--- src/rtl/seq_mon_pkg.sv ---
// Shared types for the sequence monitor: FSM states, operating mode and one step-table entry.
// Table fields use fixed maximum widths so the struct stays independent of module parameters.
package seq_mon_pkg;

    localparam int SEL_WM = 8;
    localparam int DLY_WM = 16;

    typedef enum logic [0:0] {
        IDLE = 1'b0,
        WAIT = 1'b1
    } state_e;

    typedef enum logic [0:0] {
        MODE_ASSERT = 1'b0,
        MODE_COVER  = 1'b1
    } mode_e;

    typedef struct packed {
        logic [SEL_WM-1:0] sel;
        logic [DLY_WM-1:0] min;
        logic [DLY_WM-1:0] max;
    } step_cfg_t;

endpackage

--- src/rtl/sat_counter.sv ---
// Up-counter that sticks at all-ones instead of wrapping.
module sat_counter #(
    parameter int W = 16
) (
    input  logic         clk,
    input  logic         rst_n,
    input  logic         inc,
    output logic [W-1:0] q
);

    logic [W-1:0] cnt_q, cnt_d;

    always_comb begin
        cnt_d = cnt_q;
        if (inc && (cnt_q != '1)) cnt_d = cnt_q + W'(1);
    end

    always_ff @(posedge clk or negedge rst_n) begin
        if (!rst_n) cnt_q <= '0;
        else        cnt_q <= cnt_d;
    end

    assign q = cnt_q;

endmodule

--- src/rtl/seq_monitor.sv ---
// On-chip ordered-event checker: a trigger event followed by N_STEPS-1 events, each within a
// programmable [min,max] cycle window of the previous match. Reports pass/fail pulses and counts.
module seq_monitor
    import seq_mon_pkg::*;
#(
    parameter  int N_EV    = 4,
    parameter  int N_STEPS = 4,
    parameter  int DLY_W   = 4,
    parameter  int CNT_W   = 16,
    localparam int SEL_W   = (N_EV > 1) ? $clog2(N_EV) : 1,
    localparam int STEP_W  = $clog2(N_STEPS + 1)
) (
    input  logic                     clk,
    input  logic                     rst_n,
    input  logic                     en,
    input  logic                     mode,
    input  logic                     cfg_we,
    input  logic [N_STEPS*SEL_W-1:0] cfg_sel,
    input  logic [N_STEPS*DLY_W-1:0] cfg_min,
    input  logic [N_STEPS*DLY_W-1:0] cfg_max,
    input  logic [N_EV-1:0]          ev,
    output logic                     busy,
    output logic [STEP_W-1:0]        cur_step,
    output logic                     pass,
    output logic                     fail,
    output logic [STEP_W-1:0]        fail_step,
    output logic                     abort,
    output logic                     cfg_err,
    output logic [CNT_W-1:0]         pass_cnt,
    output logic [CNT_W-1:0]         fail_cnt
);

    state_e            state_q, state_d;
    logic [STEP_W-1:0] step_q, step_d;
    logic [DLY_W-1:0]  dcnt_q, dcnt_d;
    step_cfg_t         tbl_q [N_STEPS];
    step_cfg_t         tbl_d [N_STEPS];
    logic              cfg_err_q, cfg_err_d;
    logic              pass_q, pass_d;
    logic              fail_q, fail_d;
    logic              abort_q, abort_d;
    logic [STEP_W-1:0] fail_step_q, fail_step_d;
    step_cfg_t         cur_cfg;
    logic              hit;
    logic              in_window;

    function automatic step_cfg_t default_cfg(input int k);
        step_cfg_t c;
        c.sel = SEL_WM'(k % N_EV);
        c.min = DLY_WM'(1);
        c.max = DLY_WM'(1);
        return c;
    endfunction

    function automatic logic ev_hit(input logic [N_EV-1:0] e, input logic [SEL_WM-1:0] s);
        logic h;
        h = 1'b0;
        for (int i = 0; i < N_EV; i++)
            if (s == SEL_WM'(i)) h = e[i];
        return h;
    endfunction

    // Step 0 is the trigger, so its window fields never take part in validation.
    function automatic logic table_invalid(input logic [N_STEPS*DLY_W-1:0] mn,
                                           input logic [N_STEPS*DLY_W-1:0] mx);
        logic bad;
        bad = 1'b0;
        for (int k = 1; k < N_STEPS; k++)
            if ((mn[k*DLY_W +: DLY_W] == '0) || (mn[k*DLY_W +: DLY_W] > mx[k*DLY_W +: DLY_W]))
                bad = 1'b1;
        return bad;
    endfunction

    always_comb begin
        cur_cfg = tbl_q[0];
        for (int k = 0; k < N_STEPS; k++)
            if (step_q == STEP_W'(k)) cur_cfg = tbl_q[k];
        hit       = ev_hit(ev, cur_cfg.sel);
        in_window = (DLY_WM'(dcnt_q) >= cur_cfg.min) && (DLY_WM'(dcnt_q) <= cur_cfg.max);

        state_d     = state_q;
        step_d      = step_q;
        dcnt_d      = dcnt_q;
        tbl_d       = tbl_q;
        cfg_err_d   = cfg_err_q;
        fail_step_d = fail_step_q;
        pass_d      = 1'b0;
        fail_d      = 1'b0;
        abort_d     = 1'b0;

        if (cfg_we) begin
            for (int k = 0; k < N_STEPS; k++) begin
                tbl_d[k].sel = SEL_WM'(cfg_sel[k*SEL_W +: SEL_W]);
                tbl_d[k].min = DLY_WM'(cfg_min[k*DLY_W +: DLY_W]);
                tbl_d[k].max = DLY_WM'(cfg_max[k*DLY_W +: DLY_W]);
            end
            cfg_err_d = table_invalid(cfg_min, cfg_max);
            abort_d   = (state_q == WAIT);
            state_d   = IDLE;
            step_d    = '0;
            dcnt_d    = '0;
        end else if (!en) begin
            abort_d = (state_q == WAIT);
            state_d = IDLE;
            step_d  = '0;
            dcnt_d  = '0;
        end else if (state_q == IDLE) begin
            // The cycle that shows a pass/fail/abort pulse is still the return-to-idle cycle.
            if (!cfg_err_q && hit && !(pass_q || fail_q || abort_q)) begin
                if (N_STEPS == 1) begin
                    pass_d = 1'b1;
                end else begin
                    state_d = WAIT;
                    step_d  = STEP_W'(1);
                    dcnt_d  = DLY_W'(1);
                end
            end
        end else begin
            if (hit && in_window) begin
                if (step_q == STEP_W'(N_STEPS - 1)) begin
                    pass_d  = 1'b1;
                    state_d = IDLE;
                    step_d  = '0;
                    dcnt_d  = '0;
                end else begin
                    step_d = step_q + STEP_W'(1);
                    dcnt_d = DLY_W'(1);
                end
            end else if (DLY_WM'(dcnt_q) == cur_cfg.max) begin
                state_d = IDLE;
                step_d  = '0;
                dcnt_d  = '0;
                if (mode_e'(mode) == MODE_ASSERT) begin
                    fail_d      = 1'b1;
                    fail_step_d = step_q;
                end
            end else begin
                dcnt_d = dcnt_q + DLY_W'(1);
            end
        end
    end

    always_ff @(posedge clk or negedge rst_n) begin
        if (!rst_n) begin
            state_q     <= IDLE;
            step_q      <= '0;
            dcnt_q      <= '0;
            cfg_err_q   <= 1'b0;
            pass_q      <= 1'b0;
            fail_q      <= 1'b0;
            abort_q     <= 1'b0;
            fail_step_q <= '0;
            for (int k = 0; k < N_STEPS; k++) tbl_q[k] <= default_cfg(k);
        end else begin
            state_q     <= state_d;
            step_q      <= step_d;
            dcnt_q      <= dcnt_d;
            cfg_err_q   <= cfg_err_d;
            pass_q      <= pass_d;
            fail_q      <= fail_d;
            abort_q     <= abort_d;
            fail_step_q <= fail_step_d;
            tbl_q       <= tbl_d;
        end
    end

    sat_counter #(.W(CNT_W)) u_pass_cnt (.clk(clk), .rst_n(rst_n), .inc(pass_d), .q(pass_cnt));
    sat_counter #(.W(CNT_W)) u_fail_cnt (.clk(clk), .rst_n(rst_n), .inc(fail_d), .q(fail_cnt));

    assign busy      = (state_q == WAIT);
    assign cur_step  = step_q;
    assign pass      = pass_q;
    assign fail      = fail_q;
    assign abort     = abort_q;
    assign fail_step = fail_step_q;
    assign cfg_err   = cfg_err_q;

endmodule

--- config.mk ---
export PLATFORM = sky130hd
export DESIGN_NAME = seq_monitor
export DESIGN_NICKNAME = d
export VERILOG_FILES = /design/src/rtl/seq_mon_pkg.sv /design/src/rtl/sat_counter.sv /design/src/rtl/seq_monitor.sv
export SDC_FILE = /design/constraint.sdc
export NUM_CORES = 1
export LEC_CHECK = 0
export ABC_AREA = 1
export ABC_CLOCK_PERIOD_IN_PS = 2900
export BUFFER_PORTS_ARGS = -buffer_cell sky130_fd_sc_hd__buf_2
export CORE_AREA = 4 4 146 78
export DETAILED_ROUTE_END_ITERATION = 10
export DIE_AREA = 0 0 150 82
export PLACE_DENSITY = 0.79
export REMOVE_ABC_BUFFERS = 1
export SYNTH_ARGS = -nofsm -noshare
export SYNTH_HDL_FRONTEND = slang
export SYNTH_SLANG_ARGS = --single-unit
--- constraint.sdc ---
create_clock -name clk -period 2.9 [get_ports clk]
set_input_delay 0.87 -clock clk [delete_from_list [all_inputs] [get_ports clk]]
set_output_delay 0.87 -clock clk [all_outputs]
set_load 0.1 [all_outputs]
**Word level (Yosys, flattened, before mapping)**

Index checks and enable logic that the tools add are counted.

- Register bits: 87

- Add/subtract/negate cells: 4
- $lt $le $gt $ge: 5
- Equality and inequality tests: 11
- Muxes and demuxes: 44
- Bitwise gates (word level): 3
- Reductions and logical operators: 19

Operator list:

| kind | count |
|---|---|
| $mux W34 | 3 |
| $add A16 B1 Y16 const B | 2 |
| $ne A16 B16 Y1 const B | 2 |
| $mux W1 | 28 |
| $mux W4 | 6 |
| $mux W3 | 7 |
| $eq A4 B16 Y1 | 1 |
| $eq A8 B2 Y1 const B | 2 |
| $ge A4 B16 Y1 | 1 |
| $le A4 B16 Y1 | 1 |
| $gt A4 B4 Y1 | 3 |
| $logic_not A4 Y1 | 3 |
| $eq A8 B1 Y1 const B | 1 |
| $logic_not A8 Y1 | 1 |
| $eq A3 B2 Y1 const B | 2 |
| $logic_and A1 B1 Y1 | 6 |
| $reduce_and A6 Y1 | 1 |
| $logic_or A1 B1 Y1 | 5 |
| $ne A5 B3 Y1 const B | 1 |
| $add A4 B1 Y4 const B | 1 |
| $ne A4 B1 Y1 const B | 1 |
| $add A3 B1 Y3 const B | 1 |
| $eq A3 B1 Y1 const B | 1 |
| $not A1 Y1 | 3 |
| 2 further kinds | 3 |

**Logic depth before layout (Yosys ltp)**

- Depth after elaboration: 15
- Mapped depth: 20
- Mapped depth without buffers: 19

**Modules after synthesis**

From an unflattened synthesis, not the netlist that was laid out.

- Cell total of the unflattened synthesis: 695
- Area, all modules: 5,351.4 µm²

Modules (own cells, without submodules):

| module | instances | cells an instance | area each (µm²) |
|---|---|---|---|
| seq_monitor | 1 | 397 | 3,234.4 |
| sat_counter | 2 | 149 | 1,058.5 |

**Least setup slack after synthesis**

Ideal clock, no wire load.

- Path type: register to register
- Start: register step_q[0] (netlist: cur_step[0])
- End: register u_pass_cnt.cnt_q[2] (netlist: u_pass_cnt.q[2])
- Library setup time: 0.123 ns
- Arrival time: 3.373 ns
- Slack: -0.597 ns
- Cell stages (with the launch flop): 20
- Buffers on the path: 2
- Cells stage by stage: dfrtp_1 inv_1 ha_1 nand2_4 buf_6 inv_1 a211oi_1 o22ai_1 ha_1 a21oi_1 o21ai_0 nand2_1 nand2_1 inv_1 nand4_2 nor2_2 nand2_1 buf_4 nand2_1 o21ai_2

- Longest elaborated chain between the ends: 15
- Elaborated cells between the ends (all ways): 24

Ends and longest elaborated chain:

| what | RTL line | text |
|---|---|---|
| from (decl) | seq_monitor.sv:34 | `logic [STEP_W-1:0] step_q, step_d;` |
| from (signal assigned) | seq_monitor.sv:156 | `step_q <= step_d;` |
| branches (longest 10 deep; another with $ge A4 B16 Y1) | -- |  |
| $mux W1 (*) | seq_monitor.sv:119 | `if (hit && in_window) begin` |
| $mux W1 (*) | seq_monitor.sv:107 | `end else if (state_q == IDLE) begin` |
| $mux W1 (*) | seq_monitor.sv:102 | `end else if (!en) begin` |
| $mux W1 (*) | seq_monitor.sv:91 | `if (cfg_we) begin` |
| $logic_and A1 B1 Y1 (*) | sat_counter.sv:15 | `if (inc && (cnt_q != '1)) cnt_d = cnt_q + W'(1);` |
| to (signal assigned) | sat_counter.sv:20 | `else cnt_q <= cnt_d;` |
| to (decl) | sat_counter.sv:11 | `logic [W-1:0] cnt_q, cnt_d;` |

Every way passes the cells marked *.
A chain may end at the register's enable or synchronous reset.

**Final worst setup path**

- Start: register step_q[0] (netlist: cur_step[0])
- End: register u_pass_cnt.cnt_q[5] (netlist: u_pass_cnt.q[5])

The elaborated chain is that of the path after synthesis.

==> summary.md <==
| Metric | Value |
|---|---|
| Clock latency on the worst-skew pair | 340 ps |
| Status | finished with violations |
| Final GP Congestion | 0.8898 |
| Clock transition at path regs | 60 ps |
| Syn Inst Count | 617 |
| Peak supply drop | 0.0002814 V |
| Leak | 3.253 nW |
| N_diodes | 0 |
| Dpl cell area | 0.005663 sq mm |
| RSZ-0062 raised after global routing | yes |
| Seq cells post-synth | 87 |
| I/O Buffers | 91 |
| GRT Total Usage | 20.85% |
| Die Ht | 82 microns |
| Top_reg_cell synth | dfrtp_1 |
| CP Launch Type | register |
| DRT Wirelength | 12.43 mm |
| Drt wl/cell | 14.28 microns |
| Final Instance Area | 0.006279 sq mm |
| First-pass GRT wire length | 20.40 mm |
| Max cap viols | 0 |
| Hold Crit Class | in -> async |
| Post-route total power | 2.994 mW |
| Final hold vios | 0 |
| Switching power | 838.2 uW |
| Crit path required time | 3130 ps |
| Yosys top cell area share | 37.49% |
| Crit path max-delay cell type | dfrtp_1 |
| Period utilization | 101.4% |
| Setup Skew | 7.769 ps |
| Mapped Avg Cell Area | 8.114 sq um |
| Measured slew at the worst slew-check pin | 509.9 ps |
| Element type at the critical path end | register |
| Area leader, netlist | dfrtp_1 |
| Vias/cell | 5.215 |
| P per Cell Area | 476.9 mW/mm^2 |
| Logic gate share of total power | 16.4% |
| Sequential area share after synthesis | 43.79% |
| Post-Syn Area | 0.005006 sq mm |
| Crit-path cells | inv_2 > ha_4 > nand2_8 > clkinvlp_4 > a211oi_2 > o22ai_1 > ha_1 > a21oi_2 > o21ai_1 > nand2_1 > nand2_1 > inv_2 > nand4_4 > nor2_4 > nand2_4 > buf_6 > nand2_1 > o21ai_2 |
| Detailed-route via count | 4537 |
| Worst setup path class | reg -> reg |
| Root Buffer | clkbuf_16 |
| Final setup fails | 13 |
| Post-synth cell types | 42 |
| Grt total ovfl | 0 |
| Max-slew violations | 0 |
| Count of nets after finishing | 800 |
| Synth area leaders | dfrtp_1 37%, nand2_1 14%, ha_1 6.5% |
| Fmax | 340.1 MHz |
| Num CTS Buffers | 9 |
| Total DRC errors in the routed layout | 0 |
| CP Data Arrival Time | 3170 ps |
| Clock sink count | 87 |
| Failing checks | setup timing |
| Cell mode on critical path | nand2_1 |
| CP peak stage delay | 430 ps |
| Longest Clk Path Bufs | 2 |
| Drt first-iter violations | 223 |
| Most frequent cells in the layout | 160 x nand2_1, 90 x buf_2, 75 x dfrtp_1 |
| Post-synth EDFFs | 0 |
| Starting Density | 49.96% |
| Die X-Extent | 150 microns |
| Number of global-route vias before repair | 4455 |
| Area Growth Syn to Fin | 25.42% |
| Sw Share | 27.99% |
| Synth Warn # | 0 |
| Worst Path Max Fanout | 8 |
| Largest net degree at the start of global routing | 59 |
| Minimum clock period | 2940 ps |
| Hold buffer count at cts | 0 |
| Share of layout cells above drive strength 1 | 29.59% |
| Total die area | 0.01230 sq mm |
| Slew headroom | 66.00% |
| H-tree depth | 3 |
| Clock power frac | 39.4% |
| Antenna viol nets, final | 0 |
| Initial DRT Pass Iterations | 5 |
| Sequential Power Share | 44.2% |
| Post-synth ARST share | 100.0% |
| Commonest non-fill, non-tap cell in the layout | nand2_1 |
| CTS tree | built |
| Top-Level Pins | 92 |
| Initial antenna violation count | 0 |
| Core area | 0.01002 sq mm |
| FP Rows | 26 |
| Post-DP HPWL | 8.917 mm |
| Int Pwr | 2.156 mW |
| Final setup margin | -40.19 ps |
-- worst paths after layout --
check / start / to / slack (ps) / cells past startpoint
worst max-delay path: cur_step[0] / u_pass_cnt.q[5] / -40 / 18
worst min register to register: tbl_q[33] / tbl_q[33] / 470 / 2
worst min-delay path: rst_n / u_fail_cnt.q[1] / 440 / 1
max in group asynchronous: rst_n / tbl_q[32] / 1840 / 2
worst max register to register: cur_step[0] / u_pass_cnt.q[5] / -40 / 18
min in group clk: tbl_q[33] / tbl_q[33] / 470 / 2
-- logic make-up (layout without fill, tap and decap cells) --
group | count (synthesis) | count (layout) | share of synthesized area (%)
xor+xnor | 30 | 30 | 5.249
buf+inv | 94 | 206 | 7.923
fa+ha+maj | 26 | 26 | 6.498
simple gates | 295 | 296 | 26.44
compound gates | 85 | 85 | 10.10
flops | 87 | 87 | 43.79
-- layer usage --
layer  vias up  wire, microns  track usage, %
met2       101           6283           37.19
li1       2219              -               -
met3        24            676           5.513
met5         -              0               0
met4         0            242           7.573
met1      2193           5224           24.64
-- state kept, by name (all words and copies together), names as in the netlist --
name          count
cfg_err           1
dcnt_q            4
fail_step         3
tbl_q            40
abort             1
cur_step          3
pass              1
u_pass_cnt.q     16
busy              1
fail              1
u_fail_cnt.q     16
-- layout make-up --
| cell class | instances | area [sq um] |
|---|---|---|
| Inverter | 76 | 296.5 |
| Clock buffer | 11 | 252.7 |
| Fill cell | 849 | 3741 |
| Tap cell | 140 | 175.2 |
| Timing Repair Buffer | 114 | 695.7 |
| Multi-Input combinational cell | 437 | 2610 |
| Sequential cell | 87 | 2192 |
| Clock inverter | 5 | 56.30 |
-- critical path: cells and delay by family (launching register included) --
family | cells | cell delay (ps)
compound gates | 5 | 640
fa+ha+maj | 2 | 530
buf+inv | 4 | 530
flops | 1 | 430
simple gates | 7 | 700
-- synthesized netlist by cell type, drive strengths merged (2+ instances only) --
library cell,n
a211oi,6
o211ai,4
o22ai,6
a21oi,8
o21ai,56
xor2,22
nand3b,2
nand4,12
clkbuf,11
nor4,9
nand3,36
nor2,34
dfrtp,75
ha,26
nor3,5
buf,7
xnor2,8
nand2,194
inv,76
dfstp,12
a31oi,2
-- metrics by stage --
step / setup TNS (ps) / cells / hold WS (ps) / setup slack, ps / util, %
detailed placement: -1633 / 844 / 452.3 / -84.26 / 56.52
global placement: 0 / 844 / 450.9 / 26.86 / 56.52
CTS: 0 / 863 / 444.6 / 0.4672 / 60.01
floorplan: -25890 / 599 / 441.4 / -971.2 / -
finish: -156.5 / 870 / 436.2 / -40.19 / 62.66
global route: -4945 / 870 / 460.6 / -173.4 / 62.66
-- power groups by stage --
stage | sequential (mW) | combinational, mW | clock [mW]
global placement | 1.34 | 0.450 | 0
global route | 1.33 | 0.550 | 1.25
floorplan | 1.42 | 0.222 | 0
finish | 1.32 | 0.490 | 1.18
CTS | 1.32 | 0.471 | 1.20
detailed placement | 1.34 | 0.465 | 0
-- timing repair --
action,4_1_cts,5_1_grt
pin swaps,2,23
gates cloned,0,4
endpoints found under the setup margin,31,40
gates resized for setup,5,61
buffers inserted,3,3
No activity file was read; power rests on OpenSTA's default activity.
